===== config.mk =====
export PLATFORM = sky130hd
export DESIGN_NAME = periph_bus_master
export DESIGN_NICKNAME = d
export VERILOG_FILES = /design/src/rtl/periph_bus_master.sv
export SDC_FILE = /design/constraint.sdc
export NUM_CORES = 1
export LEC_CHECK = 0
export ABC_AREA = 1
export BUFFER_PORTS_ARGS = -buffer_cell sky130_fd_sc_hd__buf_2
export CAP_MARGIN = 15
export CORE_UTILIZATION = 38
export DETAILED_ROUTE_END_ITERATION = 16
export PLACE_DENSITY = 0.62
export SLEW_MARGIN = 0
export SYNTH_ARGS = -nofsm -noshare
export SYNTH_HDL_FRONTEND = slang
export SYNTH_SLANG_ARGS = --single-unit

===== constraint.sdc =====
create_clock -name clk -period 3.05 [get_ports clk]
set_clock_uncertainty 0.15 [all_clocks]
set_input_delay 0.61 -clock clk [delete_from_list [all_inputs] [get_ports clk]]
set_output_delay 0.61 -clock clk [all_outputs]
set_load 0.01 [all_outputs]

===== src/rtl/periph_bus_master.sv =====
// periph_bus_master
//   Bridges a CPU-style load/store request into single-beat strobes on a
//   simple peripheral bus. It does one transaction at a time.
//   The request is accepted only in IDLE. Stores complete in the strobe
//   cycle. Loads wait in RWAIT for rd_rdy, then return data in RESP.
//   Misaligned accesses and the reserved size never touch the bus. They
//   return an error response one cycle after acceptance.
//
// Ports
//   clk, rst            sole clock (rising edge); synchronous active-high reset
//   req_*               request: valid/ready, we, size, unsigned, addr, wdata
//   resp_*              one-cycle response pulse with rdata/err
//   wr_en/be/wr_addr/wdata   store strobe (word address, lane-replicated data)
//   rd_en/rd_addr/rdata/rd_rdy  load strobe and read-return handshake
//
// Configuration
//   PERIPH_BUS_TIMEOUT_EN  when defined, RWAIT is bounded by TIMEOUT_CYCLES.
//                          A timeout returns resp_err=1. Without it, RWAIT
//                          waits indefinitely.
module periph_bus_master #(
  parameter int TIMEOUT_CYCLES = 16
) (
  input  logic        clk,
  input  logic        rst,
  input  logic        req_valid,
  output logic        req_ready,
  input  logic        req_we,
  input  logic [1:0]  req_size,
  input  logic        req_unsigned,
  input  logic [15:0] req_addr,
  input  logic [31:0] req_wdata,
  output logic        resp_valid,
  output logic [31:0] resp_rdata,
  output logic        resp_err,
  output logic        wr_en,
  output logic [3:0]  be,
  output logic [15:0] wr_addr,
  output logic [31:0] wdata,
  output logic        rd_en,
  output logic [15:0] rd_addr,
  input  logic [31:0] rdata,
  input  logic        rd_rdy
);

  if (TIMEOUT_CYCLES < 1 || TIMEOUT_CYCLES > 255) begin : g_bad_timeout
    $error("periph_bus_master: TIMEOUT_CYCLES must be 1..255");
  end

  typedef enum logic [2:0] {IDLE, WR, RD, RWAIT, RESP} state_t;

  state_t      state, state_d;
  logic [15:0] addr_q;
  logic [1:0]  size_q;
  logic        uns_q;
  logic [31:0] wdata_q;
  logic [31:0] rdata_q;
  logic        err_q;

  logic        accept;
  logic        misaligned;
  logic        tmo;
  logic [31:0] shifted;
  logic [31:0] ld_val;

  assign accept = req_valid && (state == IDLE);

  always_comb begin
    misaligned = 1'b0;
    case (req_size)
      2'd0:    misaligned = 1'b0;
      2'd1:    misaligned = req_addr[0];
      2'd2:    misaligned = |req_addr[1:0];
      default: misaligned = 1'b1;
    endcase
  end

  // Bring the addressed byte lane down to bit 0, then trim to the access size
  // and extend.
  always_comb begin
    shifted = rdata >> {addr_q[1:0], 3'b000};
    case (size_q)
      2'd0:    ld_val = {{24{~uns_q & shifted[7]}}, shifted[7:0]};
      2'd1:    ld_val = {{16{~uns_q & shifted[15]}}, shifted[15:0]};
      default: ld_val = shifted;
    endcase
  end

`ifdef PERIPH_BUS_TIMEOUT_EN
  // tcnt holds the number of RWAIT cycles already spent without rd_rdy.
  logic [7:0] tcnt;
  assign tmo = (tcnt == 8'(TIMEOUT_CYCLES - 1));

  always_ff @(posedge clk) begin
    if (rst)                               tcnt <= '0;
    else if (state != RWAIT)               tcnt <= '0;
    else if (!rd_rdy)                      tcnt <= tcnt + 8'd1;
  end
`else
  assign tmo = 1'b0;
`endif

  // Next state
  always_comb begin
    state_d = state;
    case (state)
      IDLE:    if (accept) state_d = misaligned ? RESP : (req_we ? WR : RD);
      WR:      state_d = IDLE;
      RD:      state_d = RWAIT;
      RWAIT:   if (rd_rdy || tmo) state_d = RESP;
      RESP:    state_d = IDLE;
      default: state_d = IDLE;
    endcase
  end

  always_ff @(posedge clk) begin
    if (rst) begin
      state   <= IDLE;
      addr_q  <= '0;
      size_q  <= '0;
      uns_q   <= 1'b0;
      wdata_q <= '0;
      rdata_q <= '0;
      err_q   <= 1'b0;
    end else begin
      state <= state_d;
      if (accept) begin
        addr_q  <= req_addr;
        size_q  <= req_size;
        uns_q   <= req_unsigned;
        wdata_q <= req_wdata;
        rdata_q <= '0;
        err_q   <= misaligned;
      end else if (state == RWAIT) begin
        // rd_rdy takes priority over a timeout on the same cycle.
        if (rd_rdy) begin
          rdata_q <= ld_val;
          err_q   <= 1'b0;
        end else if (tmo) begin
          rdata_q <= '0;
          err_q   <= 1'b1;
        end
      end
    end
  end

  // Outputs stay zero outside their strobe and response cycles.
  always_comb begin
    req_ready  = 1'b0;
    resp_valid = 1'b0;
    resp_rdata = '0;
    resp_err   = 1'b0;
    wr_en      = 1'b0;
    be         = '0;
    wr_addr    = '0;
    wdata      = '0;
    rd_en      = 1'b0;
    rd_addr    = '0;
    case (state)
      IDLE: req_ready = 1'b1;
      WR: begin
        wr_en      = 1'b1;
        wr_addr    = {addr_q[15:2], 2'b00};
        resp_valid = 1'b1;
        case (size_q)
          2'd0: begin
            be    = 4'b0001 << addr_q[1:0];
            wdata = {4{wdata_q[7:0]}};
          end
          2'd1: begin
            be    = addr_q[1] ? 4'b1100 : 4'b0011;
            wdata = {2{wdata_q[15:0]}};
          end
          default: begin
            be    = 4'b1111;
            wdata = wdata_q;
          end
        endcase
      end
      RD: begin
        rd_en   = 1'b1;
        rd_addr = {addr_q[15:2], 2'b00};
      end
      RESP: begin
        resp_valid = 1'b1;
        resp_rdata = rdata_q;
        resp_err   = err_q;
      end
      default: ;
    endcase
  end

endmodule


==> results_dict.tcl <==
set metrics [dict create \
    antenna_cells 0 \
    synth-compound-area-share_pct 15.8 \
    place_inst 1134 \
    maxCapViolCount 0 \
    synthXorXnorAreaFrac_pct 0 \
    firstDrtPassIters 5 \
    cts.reportedPaths.clkPinSlew_ps 60 \
    power.density_mw_per_mm2 573 \
    ys_seq_area_share_pct 35.5 \
    static-leakage-power_uw 0.00327 \
    grt_max_degree 85 \
    synth_area_leader_cell "dfxtp_1" \
    clock_latency_ps 350 \
    cts_tree "built" \
    max_freq_ghz 0.367 \
    drtIter0Drc 291 \
    crit_path_end_kind "output port" \
    start_util_pct 38.9 \
    stdcell_area_mm2 0.00624 \
    status "finished clean" \
    rows 41 \
    worst_pin_slew_ps 752 \
    gp_congestion 0.870 \
    irDropWorstVdd_mv 0.308 \
    coreArea_mm2 0.0126 \
    cts.sinks 87 \
    nNetsFinal 1061 \
    synthSimpleGateAreaFrac_pct 32.8 \
    hold_buffers 0 \
    die_h_um 116 \
    final.setup.tns_ps 0 \
    die-area_mm2 0.0134 \
    grt_pass1_wl_um 24100 \
    synth_adder_area_share_pct 0 \
    vias_per_cell 4.74 \
    drive_gt1_share_pct 23.9 \
    cts_htree_levels 3 \
    slew-limit-headroom_pct 49.9 \
    ant_nets 0 \
    cts.repair.resized 0 \
    slew_violations 0 \
    synth_area_per_cell_um2 6.02 \
    period_share_pct 89.4 \
    finalSetupViolCount 0 \
    yosysUniqueCellTypes 25 \
    avgRoutedWirePerCell_um 13.4 \
    syn2layout_area_growth_pct 27.2 \
    synth-seq-cells 87 \
    fin_cells 1150 \
    dp_hpwl_um 10800 \
    antenna_found_initial 0 \
    drcViolationCount 0 \
    rsz0062_at_grt "no" \
    synth.top_cell.area_share_pct 35.5 \
    yosysWarnings 0 \
    worstSetupPathType "flop to output port" \
    overflow 0 \
    synthMuxAreaShare_pct 0 \
    holdCritPathClass "flop to flop" \
    vias 5455 \
    clock_tree.buffer_depth 2 \
    finalCriticalPeriod_ps 2730 \
    syn_inst 815 \
    fp.dieW_um 116 \
    grt_pass1_vias 4828 \
    io_pins 193 \
    dpl_cell_area_mm2 0.00588 \
    drt_wl_total_um 15400 \
    cp.arrival_ps 1970 \
    worstPathRequired_ps 2290 \
    netlist_area_mm2 0.00491 \
    synth_top_family_by_area "simple AND/OR/NAND/NOR gates" \
    hold_violations 0 \
    cts.root.buffer_cell "clkbuf_16" \
    start_kind "flop" \
    grtUsageTotal_pct 23.6 \
    io_buffers 188 \
    crit_fanout 33 \
    cts_buffers 9 \
    cts_setup_buffers 0 \
    ys_top_cells_by_area "dfxtp_1, nand2_1, nor2_1" \
]
==> metal layers <==
layer  global-route usage [%]  part of all wire [%]  vias to the layer above
li1                         -                     -                     2838
met1                     28.9                    45                     2378
met2                     39.6                    46                      220
met3                     6.80                   7.5                       19
met4                     8.12                   1.6                        0
met5                        0                     0                        -
==> synthesized netlist by cell type <==
library cell  instances
nand4_1               1
buf_2                16
conb_1                1
buf_6                 3
nor2_1              149
inv_2                 7
dfxtp_1              87
nand2_2               6
clkbuf_1             25
o22ai_1               8
clkinv_1              1
o21ai_1              19
nand4_2               1
o21ai_0              33
nand3_2               2
nor3_1                9
nand2_1             153
inv_4                 1
nor2_2                2
a21oi_1              93
inv_1               118
or2_1                 1
and2_1                1
buf_4                12
nand3_1              66
==> area by class of cell <==
type                    count  area, um2
clock inverters             6        133
clock buffers              10        229
well taps                 172        215
fillers                  1367       6380
inverters                 127        479
flip-flops and latches     87       1740
multi-input cells         548       2400
repair buffers            200       1040
==> worst max-delay path, stage by stage, from the launching register on <==
cell and delay, ps:
dfxtp_1 430, inv_1 60, or2_1 230, nor2_2 80, buf_4 180, inv_2 250
nor3_1 230, buf_2 150
==> cells by family after synthesis <==
| family | Yosys count |
|---|---|
| other cells | 1 |
| simple gates | 391 |
| flops | 87 |
| buf+inv | 183 |
| compound gates | 153 |
==> path summary, 6_finish.rpt <==
| kind | slack (ps) | startpoint | depth (start not counted) | endpoint |
|---|---|---|---|---|
| setup reg to reg | 1020 | size_q[1] | 7 | rdata_q[12] |
| hold / removal | 310 | wdata_q[21] | 2 | wdata_q[21] |
| hold reg to reg | 310 | wdata_q[21] | 2 | wdata_q[21] |
| setup / recovery | 320 | state[0] | 7 | wdata[31] |
==> per-stage QoR <==
stage / util, % / hold WS, ps / setup slack, ps / power (uW)
finish: 49.5 / 311 / 324 / 3570
global route: 49.5 / 330 / 145 / 3770
CTS: 49.5 / 316 / 296 / 3600
detailed placement: 46.6 / 306 / 683 / 2240
global placement: 46.6 / 303 / 728 / 2240
floorplan: - / 289 / 1050 / 1990
==> state kept, by name (all words and copies together) (netlist names) <==
name,cells
wdata_q,32
addr_q,16
rdata_q,32
state,3
uns_q,1
size_q,2
err_q,1
==> report_power, final <==
part	leakage (uW)	internal, uW	switching (uW)
Sequential	0.000712	1240	55.4
Combinational	0.00239	276	648
Clock	0.000173	882	470
Total	0.00327	2400	1170
==> layout by cell type, fill, tap and decap left out, types with 8 or more instances in the layout <==
cell and count:
buf_2 188, nand2_1 153, nor2_1 149, inv_1 118
a21oi_1 93, dfxtp_1 87, nand3_1 66, o21ai_0 33
o21ai_1 19, buf_4 11, nor3_1 9, clkbuf_16 9
o22ai_1 8
Note: power is estimated with default switching activity, not from simulation.
